$ cat src/rtl/pixel_write_sink.sv
// Plot-request sink: queues (x,y,colour) pixels, drops off-screen ones, writes a 160x120 framebuffer
// and performs full-screen clears. Define PIXEL_SINK_STATS_EN to add write/drop counters.
module pixel_write_sink #(
  parameter int unsigned X_MAX      = 160,
  parameter int unsigned Y_MAX      = 120,
  parameter int unsigned FIFO_DEPTH = 4,
  parameter int unsigned ADDR_W     = 15
) (
  input  logic              clk,
  input  logic              reset,
  input  logic [7:0]        plot_x,
  input  logic [6:0]        plot_y,
  input  logic [2:0]        plot_color,
  input  logic              plot_valid,
  output logic              plot_ready,
  input  logic              clear_req,
  input  logic [2:0]        clear_color,
  output logic              clear_done,
  output logic [ADDR_W-1:0] mem_addr,
  output logic [2:0]        mem_data,
  output logic              mem_we,
`ifdef PIXEL_SINK_STATS_EN
  output logic [15:0]       stat_written,
  output logic [15:0]       stat_dropped,
`endif
  output logic              drop_pulse
);

  localparam int unsigned PtrW = $clog2(FIFO_DEPTH);
  localparam int unsigned CntW = PtrW + 1;
  localparam logic [CntW-1:0]   CntFull = CntW'(FIFO_DEPTH);
  localparam logic [7:0]        XLim    = 8'(X_MAX);
  localparam logic [6:0]        YLim    = 7'(Y_MAX);
  localparam logic [ADDR_W-1:0] ClrLast = ADDR_W'(X_MAX * Y_MAX - 1);

  typedef enum logic [1:0] {StIdle, StStream, StDrain, StClear} state_e;
  state_e state_q, state_d;

  logic [7:0]      fifo_x [FIFO_DEPTH];
  logic [6:0]      fifo_y [FIFO_DEPTH];
  logic [2:0]      fifo_c [FIFO_DEPTH];
  logic [PtrW-1:0] wr_ptr_q, rd_ptr_q;
  logic [CntW-1:0] count_q, count_d;
  logic            full, empty, accept, pop;

  logic [ADDR_W-1:0] clr_addr_q, clr_addr_d;
  logic [2:0]        clr_color_q, clr_color_d;
  logic              clr_last;

  logic [7:0]        head_x;
  logic [6:0]        head_y;
  logic [2:0]        head_c;
  logic              on_screen, plot_wr, plot_drop;
  logic [ADDR_W-1:0] y_ext, pix_addr;

  logic [ADDR_W-1:0] mem_addr_q, mem_addr_d;
  logic [2:0]        mem_data_q, mem_data_d;
  logic              mem_we_q, mem_we_d;
  logic              done_q, done_d;
  logic              drop_q, drop_d;

  // Readiness looks at current occupancy only; a same-cycle pop never frees a full slot.
  assign full       = (count_q == CntFull);
  assign empty      = (count_q == '0);
  assign plot_ready = !full && !reset && (state_q != StDrain);
  assign accept     = plot_valid && plot_ready;
  assign pop        = !empty && (state_q != StClear);
  assign count_d    = count_q + CntW'(accept) - CntW'(pop);

  assign head_x    = fifo_x[rd_ptr_q];
  assign head_y    = fifo_y[rd_ptr_q];
  assign head_c    = fifo_c[rd_ptr_q];
  assign on_screen = (head_x < XLim) && (head_y < YLim);
  assign plot_wr   = pop && on_screen;
  assign plot_drop = pop && !on_screen;
  // y*160 as shift-add
  assign y_ext     = ADDR_W'(head_y);
  assign pix_addr  = (y_ext << 7) + (y_ext << 5) + ADDR_W'(head_x);

  assign clr_last   = (clr_addr_q == ClrLast);
  assign clr_addr_d = (state_q == StClear) ? clr_addr_q + ADDR_W'(1) : '0;

  // State register
  always_ff @(posedge clk or posedge reset) begin
    if (reset) begin
      state_q <= StIdle;
    end else begin
      state_q <= state_d;
    end
  end

  // Next-state logic
  always_comb begin
    state_d     = state_q;
    clr_color_d = clr_color_q;
    unique case (state_q)
      StIdle, StStream: begin
        if (clear_req) begin
          state_d     = StDrain;
          clr_color_d = clear_color;
        end else begin
          state_d = (count_d != '0) ? StStream : StIdle;
        end
      end
      StDrain: begin
        if (count_d == '0) state_d = StClear;
      end
      StClear: begin
        if (clr_last) state_d = (count_d != '0) ? StStream : StIdle;
      end
      default: state_d = StIdle;
    endcase
  end

  // Output logic (registered below)
  always_comb begin
    mem_we_d   = 1'b0;
    mem_addr_d = mem_addr_q;
    mem_data_d = mem_data_q;
    done_d     = 1'b0;
    drop_d     = plot_drop;
    if (state_q == StClear) begin
      mem_we_d   = 1'b1;
      mem_addr_d = clr_addr_q;
      mem_data_d = clr_color_q;
      done_d     = clr_last;
    end else if (plot_wr) begin
      mem_we_d   = 1'b1;
      mem_addr_d = pix_addr;
      mem_data_d = head_c;
    end
  end

  always_ff @(posedge clk or posedge reset) begin
    if (reset) begin
      wr_ptr_q    <= '0;
      rd_ptr_q    <= '0;
      count_q     <= '0;
      clr_addr_q  <= '0;
      clr_color_q <= '0;
      mem_addr_q  <= '0;
      mem_data_q  <= '0;
      mem_we_q    <= 1'b0;
      done_q      <= 1'b0;
      drop_q      <= 1'b0;
    end else begin
      if (accept) wr_ptr_q <= wr_ptr_q + PtrW'(1);
      if (pop)    rd_ptr_q <= rd_ptr_q + PtrW'(1);
      count_q     <= count_d;
      clr_addr_q  <= clr_addr_d;
      clr_color_q <= clr_color_d;
      mem_addr_q  <= mem_addr_d;
      mem_data_q  <= mem_data_d;
      mem_we_q    <= mem_we_d;
      done_q      <= done_d;
      drop_q      <= drop_d;
    end
  end

  // FIFO storage needs no reset; occupancy alone defines validity.
  always_ff @(posedge clk) begin
    if (accept) begin
      fifo_x[wr_ptr_q] <= plot_x;
      fifo_y[wr_ptr_q] <= plot_y;
      fifo_c[wr_ptr_q] <= plot_color;
    end
  end

  assign mem_addr   = mem_addr_q;
  assign mem_data   = mem_data_q;
  assign mem_we     = mem_we_q;
  assign clear_done = done_q;
  assign drop_pulse = drop_q;

`ifdef PIXEL_SINK_STATS_EN
  logic [15:0] stat_written_q, stat_dropped_q;

  always_ff @(posedge clk or posedge reset) begin
    if (reset) begin
      stat_written_q <= '0;
      stat_dropped_q <= '0;
    end else begin
      if (plot_wr && (stat_written_q != 16'hFFFF)) stat_written_q <= stat_written_q + 16'd1;
      if (plot_drop && (stat_dropped_q != 16'hFFFF)) stat_dropped_q <= stat_dropped_q + 16'd1;
    end
  end

  assign stat_written = stat_written_q;
  assign stat_dropped = stat_dropped_q;
`endif

endmodule

$ cat config.mk
export PLATFORM = sky130hd
export DESIGN_NAME = pixel_write_sink
export DESIGN_NICKNAME = d
export VERILOG_FILES = /design/src/rtl/pixel_write_sink.sv
export SDC_FILE = /design/constraint.sdc
export NUM_CORES = 1
export LEC_CHECK = 0
export ABC_AREA = 1
export CORE_UTILIZATION = 52
export DETAILED_ROUTE_END_ITERATION = 8
export PLACE_DENSITY = 0.82
export SYNTH_ARGS = -nofsm -noshare
export SYNTH_HDL_FRONTEND = slang
export SYNTH_SLANG_ARGS = --single-unit
$ cat constraint.sdc
create_clock -name clk -period 2.9 [get_ports clk]
set_input_delay 0.58 -clock clk [delete_from_list [all_inputs] [get_ports clk]]
set_output_delay 0.58 -clock clk [all_outputs]
set_load 0.05 [all_outputs]
==> impl_metrics.json <==
{
  "cts_buffers": 17,
  "synth-simple-area-share": 0.199,
  "gp_congestion": 0.848,
  "hp-class": "flip-flop to flip-flop",
  "ys_async_sr_fraction": 0.400,
  "drtPass1Iterations": 5,
  "worst_pin_slew_ns": 0.763,
  "grt_pass1_vias": 4311,
  "layout-drive-gt1-share": 0.113,
  "cp-startpoint": "rd_ptr_q[0]$_DFFE_PP0P_",
  "ys_ff_latch": 120,
  "area_growth_pct": 23.0,
  "drt-total-wl_um": 12200,
  "startpoint_type": "flip-flop",
  "initialDrtViolationCount": 301,
  "arrival_ns": 3.11,
  "cts.sinks": 120,
  "synthTopCellsByCount": "150 x nand2_1, 72 x edfxtp_1, 55 x inv_1, 49 x nor2_1",
  "gr-usage-all-layers": 0.240,
  "drv_slew": 0,
  "via_count": 4155,
  "numPortBuffers": 46,
  "rsz0062_at_grt": "no",
  "seq_area_frac_synth": 0.604,
  "place_hpwl_um": 8050,
  "postRouteAntennaNets": 0,
  "finalSetupViolations": 0,
  "synth_flop_cell": "edfxtp_1",
  "synthTopCellsByArea": "edfxtp_1 39%, dfrtp_1 22%, nand2_1 10%",
  "clkLatencyLatePin_ns": 0.53,
  "final_util": 0.660,
  "fmax_ghz": 0.370,
  "min_period_over_period": 0.931,
  "synth_compound_area_frac": 0.0613,
  "r2r_cells": 14,
  "fin_nets": 666,
  "r2r_end": "mem_addr[14]$_DFFE_PP0P_",
  "path_class": "flip-flop to flip-flop",
  "antenna_cells": 0,
  "power.density_nw_per_um2": 684,
  "relSlewSlack": 0.491,
  "root_buffer": "clkbuf_8",
  "outcome": "finished, final reports clean",
  "synthAdderAreaFrac": 0.0557,
  "maxCapViolCount": 0,
  "grt_pass1_wl_um": 20100,
  "htreeDepth": 4,
  "syn_avg_cell_area_um2": 10.0,
  "clkTransAtPathRegs_ns": 0.06,
  "r2r_setup_slack_ns": 0.20,
  "row_count": 37,
  "synth_xor_area_frac": 0.0126,
  "io_pins": 47,
  "core_area_um2": 10400,
  "overflow": 0,
  "clockBufferDepth": 2,
  "syn-num-nets": 605,
  "path_max_fanout": 19,
  "yosysMostFrequentCell": "nand2_1",
  "grt_antenna_before_repair": 0,
  "die_h_um": 105,
  "crit_required_ns": 3.31,
  "irDropWorstVdd_mv": 0.522,
  "r2r-start": "rd_ptr_q[0]$_DFFE_PP0P_",
  "crit_end": "mem_addr[14]$_DFFE_PP0P_",
  "ys_warn_count": 0,
  "clock_skew_ns": 0.0112,
  "finalCriticalPeriod_ns": 2.70,
  "synth_top_family_by_area": "simple AND/OR/NAND/NOR gates",
  "grt_max_degree": 49,
  "whs_ns": 0.504,
  "dieArea_um2": 11100,
  "setup_tns_ns": 0,
  "hold_viol": 0,
  "cts_tree": "yes",
  "hold_buffers": 0,
  "endpoint_kind": "flip-flop",
  "syn-cell-area_um2": 5570,
  "die_x_um": 105,
  "synth_top_area_frac": 0.388,
  "power_leakage_uw": 0.00305,
  "drc": 0,
  "yosys.area.top_type": "edfxtp_1",
  "muxShareOfSynthArea": 0.00607,
  "yosysUniqueCellTypes": 32,
  "initial_utilization": 0.537,
  "viasPerCell": 5.42,
  "synth_edf_count": 72,
  "synthCells": 557,
  "wl_per_cell_um": 15.9
}
## worst max-delay path, cell delays in order, from the launching register on
cell     delay, ns
dfrtp_2       0.47
buf_4         0.23
o21ai_0       0.26
o22ai_2       0.15
ha_1          0.32
ha_1          0.24
fa_2          0.37
nand3_1       0.12
nand3_1       0.07
nand2_1       0.08
nand2_1       0.05
nand2_1       0.05
nand2_1       0.05
nand2_1       0.06
nand2_1       0.06
## layer usage
| layer | vias up | track usage | part of all wire |
|---|---|---|---|
| li1 | 1973 | - | - |
| met1 | 1991 | 0.268 | 0.38 |
| met2 | 149 | 0.412 | 0.52 |
| met3 | 42 | 0.0711 | 0.067 |
| met4 | 0 | 0.130 | 0.033 |
| met5 | - | 0 | 0 |
## cell usage in the layout (no fill, tap or decap), types with 5 or more instances in the layout
cell             instances
nand2_1                148
nand4_1                  5
a21oi_1                 17
clkbuf_16               16
nand3_1                 48
nor2_1                  48
clkdlybuf4s50_1         45
edfxtp_1                72
o21ai_0                 31
dfrtp_1                 47
buf_4                   17
inv_1                   53
ha_1                    19
o22ai_1                  7
## repair_timing
item,CTS,global route
gates resized for setup,0,8
buffers inserted,0,2
endpoints found under the setup margin,0,7
## metrics by stage
stage               total power, uW  instance area (um^2)  setup WS (ns)  std cells
finish                         4680                  6850          0.200        767
detailed placement             2640                  6220         0.0615        733
floorplan                      2450                  5620         -0.164        557
CTS                            4710                  6810         0.0360        765
global placement               2590                  6220          0.145        733
global route                   4850                  6850         0.0314        767
## power by group
group / internal, uW / total, uW / switching, uW
sequential: 1970 / 2020 / 57.6
clock: 1310 / 2080 / 770
combinational: 213 / 582 / 369
## how the worst min path moves through the flow
stage	from	depth (start not counted)	endpoint
2_1_floorplan	clr_addr_q[0]$_DFF_PP0_	1	clr_addr_q[0]$_DFF_PP0_
3_3_place_gp	clr_addr_q[0]$_DFF_PP0_	1	clr_addr_q[0]$_DFF_PP0_
3_5_place_dp	clr_addr_q[0]$_DFF_PP0_	1	clr_addr_q[0]$_DFF_PP0_
4_1_cts	clr_addr_q[0]$_DFF_PP0_	1	clr_addr_q[0]$_DFF_PP0_
5_1_grt	clr_color_q[1]$_DFFE_PP0P_	1	clr_color_q[1]$_DFFE_PP0P_
6_report	clr_addr_q[0]$_DFF_PP0_	1	clr_addr_q[0]$_DFF_PP0_
## flip-flops by register name, indices dropped and copies added, names as in the netlist, 2 cells and up
| name | cells |
|---|---|
| fifo_c | 12 |
| wr_ptr_q | 2 |
| fifo_y | 28 |
| count_q | 3 |
| mem_addr | 15 |
| mem_data | 3 |
| fifo_x | 32 |
| clr_color_q | 3 |
| clr_addr_q | 15 |
| state_q | 2 |
| rd_ptr_q | 2 |
## kinds of logic (layout without fill, tap and decap cells)
kind of cell	after synthesis	after routing
multiplexers	3	3
flip-flops	120	120
adder cells (fa/ha/maj)	23	23
AO/OA/AOI/OAI	63	63
AND/OR/NAND/NOR	264	264
buffers and inverters	76	150
XOR/XNOR	8	8
## area by class of cell
| class | instances | area (um^2) |
|---|---|---|
| fill | 749 | 3520 |
| sequential | 120 | 3360 |
| multi-input combinational | 361 | 1930 |
| timing repair buffer | 62 | 578 |
| clock buffer | 17 | 414 |
| inverter | 56 | 221 |
| clock inverter | 15 | 175 |
| tap | 136 | 170 |
Power figures use the tool's default switching activity.
